**src/rtl/mdu_ctrl_pkg.sv**
```systemverilog
// Shared definitions for the EX-stage multiply/divide sequencer:
// aluop codes, FSM state encoding and op-decode helpers.
package mdu_ctrl_pkg;

  localparam logic [7:0] EXE_ADD_OP   = 8'b0010_0000;
  localparam logic [7:0] EXE_MULT_OP  = 8'b0001_1000;
  localparam logic [7:0] EXE_MULTU_OP = 8'b0001_1001;
  localparam logic [7:0] EXE_DIV_OP   = 8'b0001_1010;
  localparam logic [7:0] EXE_DIVU_OP  = 8'b0001_1011;

  typedef enum logic [1:0] {
    MDU_IDLE    = 2'd0,
    MDU_DIV_RUN = 2'd1,
    MDU_DONE    = 2'd2
  } mdu_state_e;

  function automatic logic is_mdu_op(input logic [7:0] op);
    return (op == EXE_MULT_OP) || (op == EXE_MULTU_OP) ||
           (op == EXE_DIV_OP)  || (op == EXE_DIVU_OP);
  endfunction

  function automatic logic is_mult_op(input logic [7:0] op);
    return (op == EXE_MULT_OP) || (op == EXE_MULTU_OP);
  endfunction

endpackage

```
**src/rtl/mdu_ctrl_div_core.sv**
```systemverilog
// Iterative unsigned restoring divider, one quotient bit per clock.
// quotient/remainder show the result of the step taken at the coming edge.
import mdu_ctrl_pkg::*;

module div_core #(
  parameter int DATA_W = 32
) (
  input  logic              clk,
  input  logic              rst,
  input  logic              load,
  input  logic [DATA_W-1:0] dividend,
  input  logic [DATA_W-1:0] divisor,
  output logic [DATA_W-1:0] quotient,
  output logic [DATA_W-1:0] remainder
);

  logic [DATA_W-1:0] quo_r;
  logic [DATA_W-1:0] rem_r;
  logic [DATA_W-1:0] div_r;
  logic [DATA_W:0]   partial_s;
  logic [DATA_W:0]   diff_s;
  logic              qbit_s;

  // Trial subtraction; bit DATA_W of the difference is the borrow.
  always_comb begin
    partial_s = {rem_r, quo_r[DATA_W-1]};
    diff_s    = partial_s - {1'b0, div_r};
    if (!diff_s[DATA_W]) begin
      qbit_s    = 1'b1;
      remainder = diff_s[DATA_W-1:0];
    end else begin
      qbit_s    = 1'b0;
      remainder = partial_s[DATA_W-1:0];
    end
    quotient = {quo_r[DATA_W-2:0], qbit_s};
  end

  // Operand load or one shift/subtract step per cycle.
  always_ff @(posedge clk) begin
    if (rst) begin
      quo_r <= {DATA_W{1'b0}};
      rem_r <= {DATA_W{1'b0}};
      div_r <= {DATA_W{1'b0}};
    end else if (load) begin
      quo_r <= dividend;
      rem_r <= {DATA_W{1'b0}};
      div_r <= divisor;
    end else begin
      quo_r <= quotient;
      rem_r <= remainder;
    end
  end

endmodule

```
**src/rtl/mdu_ctrl.sv**
```systemverilog
// EX-stage multiply/divide sequencer: single-cycle multiply, iterative
// signed/unsigned divide, pipeline stall and one-cycle HI/LO write strobe.
import mdu_ctrl_pkg::*;

module mdu_ctrl #(
  parameter int DIV_CYCLES = 32,
  parameter int DATA_W     = 32
) (
  input  logic              clk,
  input  logic              rst,
  input  logic              start_i,
  input  logic [7:0]        aluop_i,
  input  logic [DATA_W-1:0] src_a_i,
  input  logic [DATA_W-1:0] src_b_i,
  input  logic              flush_i,
  output logic              stall_o,
  output logic              busy_o,
  output logic              hilo_we_o,
  output logic [DATA_W-1:0] hi_o,
  output logic [DATA_W-1:0] lo_o
);

  localparam int CNT_W = (DIV_CYCLES > 1) ? $clog2(DIV_CYCLES) : 1;
  localparam logic [CNT_W-1:0] CNT_LAST = CNT_W'(DIV_CYCLES - 1);

  mdu_state_e          state_r;
  mdu_state_e          state_s;
  logic [CNT_W-1:0]    counter_r;
  logic                neg_q_r;
  logic                neg_rem_r;
  logic                accept_s;
  logic                is_mult_s;
  logic                mult_signed_s;
  logic                div_signed_s;
  logic                div_zero_s;
  logic                div_load_s;
  logic                div_last_s;
  logic [2*DATA_W-1:0] mul_a_s;
  logic [2*DATA_W-1:0] mul_b_s;
  logic [2*DATA_W-1:0] product_s;
  logic [DATA_W-1:0]   abs_a_s;
  logic [DATA_W-1:0]   abs_b_s;
  logic [DATA_W-1:0]   quo_s;
  logic [DATA_W-1:0]   rem_s;

  assign accept_s      = (state_r == MDU_IDLE) && start_i && is_mdu_op(aluop_i) && !flush_i;
  assign is_mult_s     = is_mult_op(aluop_i);
  assign mult_signed_s = (aluop_i == EXE_MULT_OP);
  assign div_signed_s  = (aluop_i == EXE_DIV_OP);
  assign div_zero_s    = (src_b_i == {DATA_W{1'b0}});
  assign div_last_s    = (state_r == MDU_DIV_RUN) && (counter_r == CNT_LAST) && !flush_i;

  // Sign-extending for MULT lets one unsigned multiplier serve both flavours.
  assign mul_a_s   = {{DATA_W{mult_signed_s & src_a_i[DATA_W-1]}}, src_a_i};
  assign mul_b_s   = {{DATA_W{mult_signed_s & src_b_i[DATA_W-1]}}, src_b_i};
  assign product_s = mul_a_s * mul_b_s;

  assign abs_a_s = (div_signed_s && src_a_i[DATA_W-1]) ? -src_a_i : src_a_i;
  assign abs_b_s = (div_signed_s && src_b_i[DATA_W-1]) ? -src_b_i : src_b_i;

  assign stall_o   = accept_s || (state_r == MDU_DIV_RUN);
  assign busy_o    = (state_r != MDU_IDLE);
  assign hilo_we_o = (state_r == MDU_DONE) && !flush_i;

  div_core #(.DATA_W(DATA_W)) u_div_core (
    .clk       (clk),
    .rst       (rst),
    .load      (div_load_s),
    .dividend  (abs_a_s),
    .divisor   (abs_b_s),
    .quotient  (quo_s),
    .remainder (rem_s)
  );

  // Next-state decode; flush wins over everything, including a new start.
  always_comb begin
    state_s    = state_r;
    div_load_s = 1'b0;
    case (state_r)
      MDU_IDLE: begin
        if (accept_s) begin
          if (is_mult_s || div_zero_s) begin
            state_s = MDU_DONE;
          end else begin
            state_s    = MDU_DIV_RUN;
            div_load_s = 1'b1;
          end
        end else begin
          state_s = MDU_IDLE;
        end
      end
      MDU_DIV_RUN: begin
        if (flush_i) begin
          state_s = MDU_IDLE;
        end else if (counter_r == CNT_LAST) begin
          state_s = MDU_DONE;
        end else begin
          state_s = MDU_DIV_RUN;
        end
      end
      MDU_DONE: state_s = MDU_IDLE;
      default:  state_s = MDU_IDLE;
    endcase
  end

  // State register.
  always_ff @(posedge clk) begin
    if (rst) begin
      state_r <= MDU_IDLE;
    end else begin
      state_r <= state_s;
    end
  end

  // Result, sign-flag and iteration-counter registers.
  always_ff @(posedge clk) begin
    if (rst) begin
      counter_r <= {CNT_W{1'b0}};
      neg_q_r   <= 1'b0;
      neg_rem_r <= 1'b0;
      hi_o      <= {DATA_W{1'b0}};
      lo_o      <= {DATA_W{1'b0}};
    end else if (accept_s) begin
      counter_r <= {CNT_W{1'b0}};
      if (is_mult_s) begin
        {hi_o, lo_o} <= product_s;
      end else if (div_zero_s) begin
        hi_o <= src_a_i;
        lo_o <= {DATA_W{1'b1}};
      end else begin
        neg_q_r   <= div_signed_s && (src_a_i[DATA_W-1] != src_b_i[DATA_W-1]);
        neg_rem_r <= div_signed_s && src_a_i[DATA_W-1];
      end
    end else if (state_r == MDU_DIV_RUN && !flush_i) begin
      counter_r <= counter_r + 1'b1;
      if (div_last_s) begin
        lo_o <= neg_q_r   ? -quo_s : quo_s;
        hi_o <= neg_rem_r ? -rem_s : rem_s;
      end else begin
        lo_o <= lo_o;
        hi_o <= hi_o;
      end
    end else begin
      counter_r <= counter_r;
    end
  end

endmodule

```
**config.mk**
```make
export PLATFORM = sky130hd
export DESIGN_NAME = mdu_ctrl
export DESIGN_NICKNAME = d
export VERILOG_FILES = /design/src/rtl/mdu_ctrl_pkg.sv /design/src/rtl/mdu_ctrl_div_core.sv /design/src/rtl/mdu_ctrl.sv
export SDC_FILE = /design/constraint.sdc
export NUM_CORES = 2
export LEC_CHECK = 0
export BUFFER_PORTS_ARGS = -buffer_cell sky130_fd_sc_hd__buf_2
export CORE_MARGIN = 2
export CORE_UTILIZATION = 55
export DETAILED_ROUTE_END_ITERATION = 7
export PLACE_DENSITY_LB_ADDON = 0.25
export REMOVE_ABC_BUFFERS = 1
export SYNTH_ARGS = -nofsm -noshare
export SYNTH_HDL_FRONTEND = slang
export SYNTH_SLANG_ARGS = --single-unit
```
**constraint.sdc**
```tcl
create_clock -name clk -period 14.4 [get_ports clk]
set_input_delay 2.16 -clock clk [delete_from_list [all_inputs] [get_ports clk]]
set_output_delay 2.16 -clock clk [all_outputs]
set_load 0.03 [all_outputs]
```
==> impl_metrics.ini <==
[synthesis]
muxShareOfSynthArea_pct = 0.7366
yosysMostFrequentCell = inv_1
synth_top_cells_by_count = inv_1 (1198), fa_1 (1126), nand2_1 (948)
syn-cell-area_mm2 = 0.04977
synth_xor_area_share_pct = 3.432
synth-edff-count = 0
yosys.area_share.simple_pct = 16.25
synthFlopType = dfxtp_1
async_flop_share_pct = 0
yosysWarnings = 0
synth_cell_types = 90
synthAdderAreaFrac_pct = 51.60
synthCells = 5784
synth-seq-cells = 169
synth_top_family_by_area = adder cells
seq_area_frac_synth_pct = 6.798
avgSynthCellArea_um2 = 8.605
synth_top_cell_by_area = fa_1
ys_top_cells_by_area = fa_1 (45%), inv_1 (9.0%), nand2_1 (7.1%)
synth_top_area_share_pct = 45.29
synth_compound_area_share_pct = 9.231

[worst_setup_path]
regToRegSetupSlack_ps = 8730
cp-end-kind = flop
crit_top_cell = fa_1
cp_max_fo = 21
critical_path.max_stage_delay_ps = 640
required_ps = 14720
path_buf_inv = 5
crit_family = adder cells
crit_path_start_kind = input port
timing.rr.start = u_div_core.quo_r[31]
slowest_stage = fa_1
critPathLaunch = aluop_i[7]
critPathKind = input port to flop
arrival_ps = 11830

[routing]
wl_per_cell_um = 21.58
ant_nets = 0
num_vias = 39487
drtIter0Drc = 3348
drt_drc_violations_left = 0
routed_wl_mm = 147.4
viasPerCell = 5.783
drtPass1Iterations = 8

[clocking]
cts_tree = yes
clk_pin_slew_ps = 70
htreeDepth = 4
cts_setup_buffers = 0
clk_latency_ps = 450
clockRootBuffer = clkbuf_16
cts_buffer_depth = 2
cts.repair.resized = 0
cts_buffers = 17
clkSinkCount = 169
postCtsHoldBufs = 0

[global_route]
grt_pass1_wl_mm = 237.4
grt_use_total_pct = 32.85
overflow = 0
met1_usage_pct = 46.57
met3_usage_pct = 6.154
gr-max-usage-layer = met2
grt_max_degree = 101
grt_pass1_vias = 41494
met2_usage_pct = 52.14
grt_antenna_before_repair = 0

[min_path]
hold_path_class = flop to flop
hp-start = lo_o[9]

[die]
die_y_um = 304.8
die_area_mm2 = 0.09291
coreArea_mm2 = 0.08987
rows = 110
ios = 143
start_util_pct = 55.38
die_w_um = 304.8

[finish]
fin_cells = 6828
stdcell_area_mm2 = 0.05162
drive_gt1_share_pct = 5.149
area_growth_pct = 3.721
n_antenna_cell = 0
num-fill-cells = 8098
nets = 7092

[sta]
fmax_mhz = 86.87
worstMarginPinSlew_ps = 1339
post-route-period-util_pct = 79.94
rsz0062_at_grt = no
relSlewSlack_pct = 10.38
period_needed_ps = 11510
finalClockSkew_ps = 8.639
hold_ws_ps = 450.3
finalSetupViolations = 0
final.setup.tns_ps = 0
hold_violations = 0
finalMaxSlewViolations = 0

[place]
place_area_mm2 = 0.05104
portBuffers = 142
placed_cells = 6796
dp_hpwl_mm = 108.7
gp_congestion = 0.9328

[status]
status = finished, final reports clean

[run]
max_cap_violations = 0
==> placed cells by master (no fill, tap or decap), types with 26 or more instances in the layout <==
cell      synthesis  layout
mux2i_1          31      31
dfxtp_1         169     169
fa_1           1126    1126
nand2b_1         32      32
o211ai_1         35      35
nand3_1          26      26
nor3_1           54      52
xor2_1           85      85
nor2_1          233     230
a211oi_1         93      93
o21ai_0         110     110
ha_1            251     251
a21oi_1         183     183
buf_2             5     141
inv_1          1198    1198
and3_1           35      35
o31ai_1          27      27
and2_1          299     299
a21o_1           48      48
nand2_1         948     947
buf_4             2      67
xnor2_1         110     110
==> worst register-to-register path, stage by stage, from the launching register on <==
cell	delay, ps
dfxtp_1	330
inv_1	60
ha_1	160
inv_1	60
fa_1	420
a211o_1	320
a2111o_1	560
a31oi_4	320
a21o_1	230
a211oi_4	90
inv_4	410
ha_1	300
nand2b_1	110
or3_1	400
or2_2	360
nand2b_1	230
or4_1	540
o21ai_0	230
xnor2_1	90
o221ai_1	200
a21oi_1	90
==> cell type report <==
cell class                 count  area (µm²)  area share [%]
clock inverter                11       122.6          0.2375
timing repair buffer         208        1209           2.341
inverter                    1199        4503           8.723
tap                         1176        1471           2.850
sequential                   169        3383           6.554
clock buffer                  21       460.4          0.8919
multi-input combinational   4044       40470           78.40
==> metrics by stage <==
stage,setup slack (ps),utilization [%]
2_1_floorplan,2939,-
3_3_place_gp,2673,56.79
3_5_place_dp,2452,56.79
4_1_cts,2937,57.44
5_1_grt,2160,57.44
6_report,2888,57.44
==> registers in the layout, indices dropped and copies added (netlist names) <==
signal            flops
state_r               2
lo_o                 32
neg_rem_r             1
hi_o                 32
u_div_core.quo_r     32
u_div_core.div_r     32
neg_q_r               1
u_div_core.rem_r     32
counter_r             5
==> cells by family after synthesis <==
family | Yosys count
simple gates | 1763
buf+inv | 1571
fa+ha+maj | 1377
compound gates | 674
xor+xnor | 195
flops | 169
mux | 35
==> worst paths after layout <==
check | depth (start not counted) | endpoint
max | 29 | hi_o[25]
min reg2reg | 2 | lo_o[9]
min | 2 | lo_o[9]
max reg2reg | 20 | lo_o[30]
==> routing by layer <==
layer | vias up | share of wire [%]
met3 | 296 | 10
met4 | 0 | 2.9
met5 | - | 0
li1 | 17239 | -
met1 | 20030 | 42
met2 | 1922 | 45
Power is not shown: default switching activity piles up to over one toggle a cycle in this logic, so the estimate is an artifact.
